File: src/rtl/alu_seq16.sv
// 16-bit ALU sequencer: runs a 16-bit command as two byte passes through an external 8-bit jALU,
// chaining carry/shift bits between passes and merging the per-byte flags into 16-bit flags.
module alu_seq16 #(
    parameter int SETTLE = 0
) (
    input  logic        CLK,
    input  logic        RSTN,
    input  logic        start,
    input  logic [2:0]  op,
    input  logic [15:0] a,
    input  logic [15:0] b,
    input  logic        ci,
    output logic        busy,
    output logic        done,
    output logic [15:0] result,
    output logic        co,
    output logic        alo,
    output logic        eqo,
    output logic        z,
    output logic [7:0]  alu_a,
    output logic [7:0]  alu_b,
    output logic        alu_ci,
    output logic [2:0]  alu_op,
    input  logic [7:0]  alu_out,
    input  logic        alu_co,
    input  logic        alu_eqo,
    input  logic        alu_alo,
    input  logic        alu_z
);

    typedef enum logic [2:0] {IDLE, P1, WAIT1, P2, WAIT2, DONE} state_t;

    state_t      state, state_n;
    logic [7:0]  cnt;
    logic        accept, cap1, cap2;
    logic        last_wait;

    logic [2:0]  op_q;
    logic [15:0] a_q, b_q;
    logic        ci_q;

    logic [7:0]  p1_out;
    logic        p1_co, p1_eq, p1_alo, p1_z;

    logic        hf;
    logic [15:0] res_next;
    logic        eq_hi, eq_lo, alo_hi, alo_lo;

    // SHR walks bits downward and CMP decides on the most significant byte, so both start high
    function automatic logic hi_first(input logic [2:0] o);
        return (o == 3'd1) || (o == 3'd7);
    endfunction

    function automatic logic chained(input logic [2:0] o);
        return (o == 3'd0) || (o == 3'd1) || (o == 3'd2);
    endfunction

    assign last_wait = (cnt == 8'(SETTLE - 1));
    assign busy      = (state != IDLE) && (state != DONE);
    assign done      = (state == DONE);

    always_ff @(posedge CLK or negedge RSTN) begin
        if (!RSTN) begin
            state <= IDLE;
            cnt   <= 8'd0;
        end else begin
            state <= state_n;
            cnt   <= (state_n != state) ? 8'd0 : cnt + 8'd1;
        end
    end

    always_comb begin
        state_n = state;
        accept  = 1'b0;
        cap1    = 1'b0;
        cap2    = 1'b0;
        case (state)
            IDLE:  if (start) begin accept = 1'b1; state_n = P1; end
            P1:    if (SETTLE == 0) begin cap1 = 1'b1; state_n = P2; end
                   else state_n = WAIT1;
            WAIT1: if (last_wait) begin cap1 = 1'b1; state_n = P2; end
            P2:    if (SETTLE == 0) begin cap2 = 1'b1; state_n = DONE; end
                   else state_n = WAIT2;
            WAIT2: if (last_wait) begin cap2 = 1'b1; state_n = DONE; end
            DONE:  state_n = IDLE;
            default: state_n = IDLE;
        endcase
    end

    // Pass-2 values come straight from the jALU on the capture edge; pass-1 values from registers
    always_comb begin
        hf       = hi_first(op_q);
        res_next = hf ? {p1_out, alu_out} : {alu_out, p1_out};
        eq_hi    = hf ? p1_eq   : alu_eqo;
        eq_lo    = hf ? alu_eqo : p1_eq;
        alo_hi   = hf ? p1_alo  : alu_alo;
        alo_lo   = hf ? alu_alo : p1_alo;
    end

    always_ff @(posedge CLK or negedge RSTN) begin
        if (!RSTN) begin
            op_q   <= 3'd0;
            a_q    <= 16'h0;
            b_q    <= 16'h0;
            ci_q   <= 1'b0;
            p1_out <= 8'h0;
            p1_co  <= 1'b0;
            p1_eq  <= 1'b0;
            p1_alo <= 1'b0;
            p1_z   <= 1'b0;
            alu_a  <= 8'h0;
            alu_b  <= 8'h0;
            alu_ci <= 1'b0;
            alu_op <= 3'd0;
            result <= 16'h0;
            co     <= 1'b0;
            alo    <= 1'b0;
            eqo    <= 1'b0;
            z      <= 1'b0;
        end else begin
            if (accept) begin
                op_q   <= op;
                a_q    <= a;
                b_q    <= b;
                ci_q   <= ci;
                alu_op <= op;
                alu_a  <= hi_first(op) ? a[15:8] : a[7:0];
                alu_b  <= hi_first(op) ? b[15:8] : b[7:0];
                alu_ci <= chained(op) ? ci : 1'b0;
            end
            if (cap1) begin
                p1_out <= alu_out;
                p1_co  <= alu_co;
                p1_eq  <= alu_eqo;
                p1_alo <= alu_alo;
                p1_z   <= alu_z;
                alu_a  <= hf ? a_q[7:0] : a_q[15:8];
                alu_b  <= hf ? b_q[7:0] : b_q[15:8];
                alu_ci <= chained(op_q) ? alu_co : 1'b0;
            end
            // Both byte zero flags set exactly when the 16-bit result is zero
            if (cap2) begin
                result <= res_next;
                co     <= chained(op_q) ? alu_co : 1'b0;
                eqo    <= eq_hi & eq_lo;
                alo    <= alo_hi | (eq_hi & alo_lo);
                z      <= p1_z & alu_z;
            end
        end
    end

endmodule

File: config.mk
export PLATFORM = sky130hd
export DESIGN_NAME = alu_seq16
export DESIGN_NICKNAME = d
export VERILOG_FILES = /design/src/rtl/alu_seq16.sv
export SDC_FILE = /design/constraint.sdc
export NUM_CORES = 1
export LEC_CHECK = 0
export ABC_AREA = 1
export CORE_ASPECT_RATIO = 2
export CORE_MARGIN = 2
export CORE_UTILIZATION = 55
export DETAILED_ROUTE_END_ITERATION = 10
export HOLD_SLACK_MARGIN = 0.05
export PLACE_DENSITY_LB_ADDON = 0.1
export SYNTH_ARGS = -nofsm -noshare
export SYNTH_HDL_FRONTEND = slang
export SYNTH_SLANG_ARGS = --single-unit
File: constraint.sdc
create_clock -name CLK -period 2.9 [get_ports CLK]
set_clock_uncertainty 0.2 [all_clocks]
set_input_delay 0.725 -clock CLK [delete_from_list [all_inputs] [get_ports CLK]]
set_output_delay 0.725 -clock CLK [all_outputs]
set_load 0.01 [all_outputs]
==> key figures <==
Clocking
  • # clock sinks: between 90 and 100
  • Num CTS Buffers: 9
  • Worst-path clk slew: 0.06 ns
  • CTS Root Cell: clkbuf_16
  • Post-CTS Setup Bufs: 0
  • H-tree Lvls: 3
  • Post-CTS Resized: 0
  • CTS tree: yes
  • Clock Tree Buf Depth: 2
  • Worst-Skew Late Latency: 0.35 ns
  • Hold bufs inserted after CTS: 0

Min path
  • Hold Crit Class: primary input to async pin

Global route
  • Final global-route overflow total: 0
  • Initial antenna violation count: 0
  • Gr busiest metal: met2
  • First-pass GRT wire length: 17080 um
  • All-Layer GR Usage: between 20% and 30%
  • Largest net degree at the start of global routing: between 50 and 60
  • Met3 GRT Util: under 10%
  • Vias in the first global route: ~3800
  • GR Util met2: 42.97%
  • Met1 usage: 30.02%

Logic synthesis
  • Seq cells post-synth: 94
  • Syn nets: 602
  • Post-synth top cells: nand2_1 (267), dfrtp_1 (94), o21ai_0 (39)
  • Post-synth ARST share: 100.0%
  • Post-synthesis cell type count: 30
  • Synth top area share: 52.90%
  • Post-Syn Instances: 550
  • Post-synthesis sequential area ratio: between 50% and 60%
  • Synth area leader: dfrtp_1
  • Mapped cell area: 4447 um^2
  • Synthesized area per cell: 8.085 um^2
  • Synth Flop Type: dfrtp_1
  • Synth area leaders: dfrtp_1 (53%), nand2_1 (23%), o21ai_0 (4.4%)
  • YS warnings: 0
  • Post-synth EDFFs: 0
  • Count leader, synth: nand2_1

Flow run
  • Max cap viols: 0

Power and ir drop
  • Pwr dens: 1058 nW/um^2
  • Pleak: between 2 and 3 nW
  • Worst vdd ir: 596.1 uV
  • Total power: 5.964 mW

Cells and area
  • # fillers: 635
  • Fin nets: 685
  • Synth-to-Final Area Change: 26.81%
  • Ant diodes: 0
  • Layout cell share with drive strength beyond 1: 5.799%

Worst setup path
  • R2R Path Start: cnt[0]
  • Critical Path Slowest Stage Cell: clkdlybuf4s50_1
  • Top delay family on crit path: buffers and inverters
  • Worst path cell trace: nor2_2 > nand2_1 > inv_2 > nor2_1 > clkdlybuf4s50_1
  • Flop-to-flop setup slack: 0.97 ns
  • Worst Path Required: roughly 2.0 ns
  • CP Capture Type: primary output
  • R2R Path End: result[2]
  • Worst Path Max Fanout: 6
  • Worst Path Buf+Inv: 2
  • Nature of the critical path startpoint: flip-flop
  • Worst R2R Path Depth: 9
  • Worst stage delay on the critical path: 0.47 ns
  • WP data arrival: 1.65 ns
  • Critical path class: flip-flop to primary output

STA
  • Fin. Hold Viols: 0
  • Setup violators final: 0
  • Pins Over Slew Limit: 0
  • Setup TNS: 0 ns
  • Period Utilization, post-route: 88.65%
  • Crit path time final: around 2.6 ns
  • FMAX: 0.3890 GHz
  • RSZ-0062 raised after global routing: no
  • Relative slew slack: 56.53%
  • Slew @ Worst Pin: 0.6510 ns

Floorplanning
  • Core Rows: 46
  • Core ar.: roughly 7900 um^2
  • Die X: 67.58 um
  • Die height: around 130 um
  • # IOs: 93
  • Die area: around 8900 um^2
  • Starting density of the core: ~56%

Placement
  • Final HPWL DP: 6878 um
  • Placer Congestion: ~0.79
  • Buffers on Ports: 92

Drt
  • DRT antenna net count: 0
  • DR WL/cell: approximately 14 um
  • DR iter-0 viols: 327
  • Via count: 3831
  • Drt pass-1 iters: 6
  • DRC: 0
  • Vias per inst: 5.219
  • Total routed wirelength: around 10000 um

Run status
  • Status: completed
[layer usage]
layer	routed length (um)	share of wire, %
met1	4052	39
met2	5609	54
met3	442	4.3
met4	206	2.0
met5	0	0
[registers in the layout, indices dropped and copies added, names as in the netlist]
signal and cells:
b_q 16, a_q 16, state 3, op_q 3, alu_b 8, z 1
alu_ci 1, p1_alo 1, eqo 1, result 16, cnt 8, p1_eq 1
alu_a 8, alo 1, p1_out 8, co 1, p1_z 1
[power by group]
group	leakage (nW)	internal (mW)	total, mW	switching, mW
clock	0.137	0.666	1.15	0.486
sequential	1.18	1.91	2.25	0.346
combinational	1.47	1.09	2.56	1.47
[worst max path at each step]
stage / depth (start not counted) / from / endpoint
after global routing: 5 / state[0] / busy
after detailed placement: 9 / op[1] / alu_a[6]
after global placement: 9 / op[1] / alu_a[4]
final: 5 / state[0] / busy
after CTS: 5 / state[0] / busy
after floorplan: 9 / op[0] / alu_a[1]
[cell type report]
type | count | area, um^2 | share of cell area [%]
Multi-Input combinational cell | 394 | 1767 | 31.33
Tap cell | 96 | 120.1 | 2.130
Inverter | 36 | 140.1 | 2.485
Clock inverter | 4 | 47.55 | 0.8431
Clock buffer | 12 | 236.5 | 4.193
Sequential cell | 94 | 2352 | 41.71
Timing Repair Buffer | 98 | 975.9 | 17.31
[worst reg2reg max path, cell delays in order (launching register included)]
cell and delay (ns):
dfrtp_1 0.38, ha_1 0.23, nand2_2 0.08, nor2_4 0.14
nand2_1 0.09, nand2_1 0.10, nand2_4 0.20, inv_4 0.24
o211ai_1 0.13, nand2_1 0.08
[kinds of logic (layout without fill, tap and decap cells)]
kind of cell	count (synthesis)	after routing	synth area share (%)
xor+xnor	6	6	1.182
buf+inv	62	150	7.372
fa+ha+maj	1	1	0.2813
flops	94	94	52.90
simple gates	320	320	29.46
compound gates	67	67	8.807
[layout by cell type, fill, tap and decap left out]
cell type,n
nand2_1,267
dfrtp_1,94
clkdlybuf4s50_1,91
o21ai_0,39
inv_1,31
nand3_1,26
o211ai_1,16
nor2_1,14
clkbuf_16,9
o21ai_1,8
buf_4,6
inv_2,3
nand2_2,3
xnor2_1,3
xor2_1,3
clkbuf_1,3
nor2_2,2
inv_4,2
nand2_4,2
a21oi_1,2
clkinv_2,2
o21a_4,1
nor3_1,1
nor2_4,1
nor2_8,1
nand4_4,1
nand3b_1,1
o21bai_2,1
or2_1,1
ha_1,1
bufinv_16,1
clkinvlp_4,1
buf_12,1
[stage by stage]
stage / util [%] / instances / setup slack [ns] / area, um^2 / hold slack, ns
after floorplan: - / 550 / 1.069 / 4447 / 0.2294
after global placement: 67.91 / 718 / 0.5753 / 5355 / 0.2454
after detailed placement: 67.91 / 718 / 0.5032 / 5355 / 0.2654
after CTS: 71.52 / 734 / 0.3242 / 5639 / 0.1773
after global routing: 71.52 / 734 / 0.2551 / 5639 / 0.2191
final: 71.52 / 734 / 0.3291 / 5639 / 0.1600
Note: power is estimated with default switching activity, not from simulation.
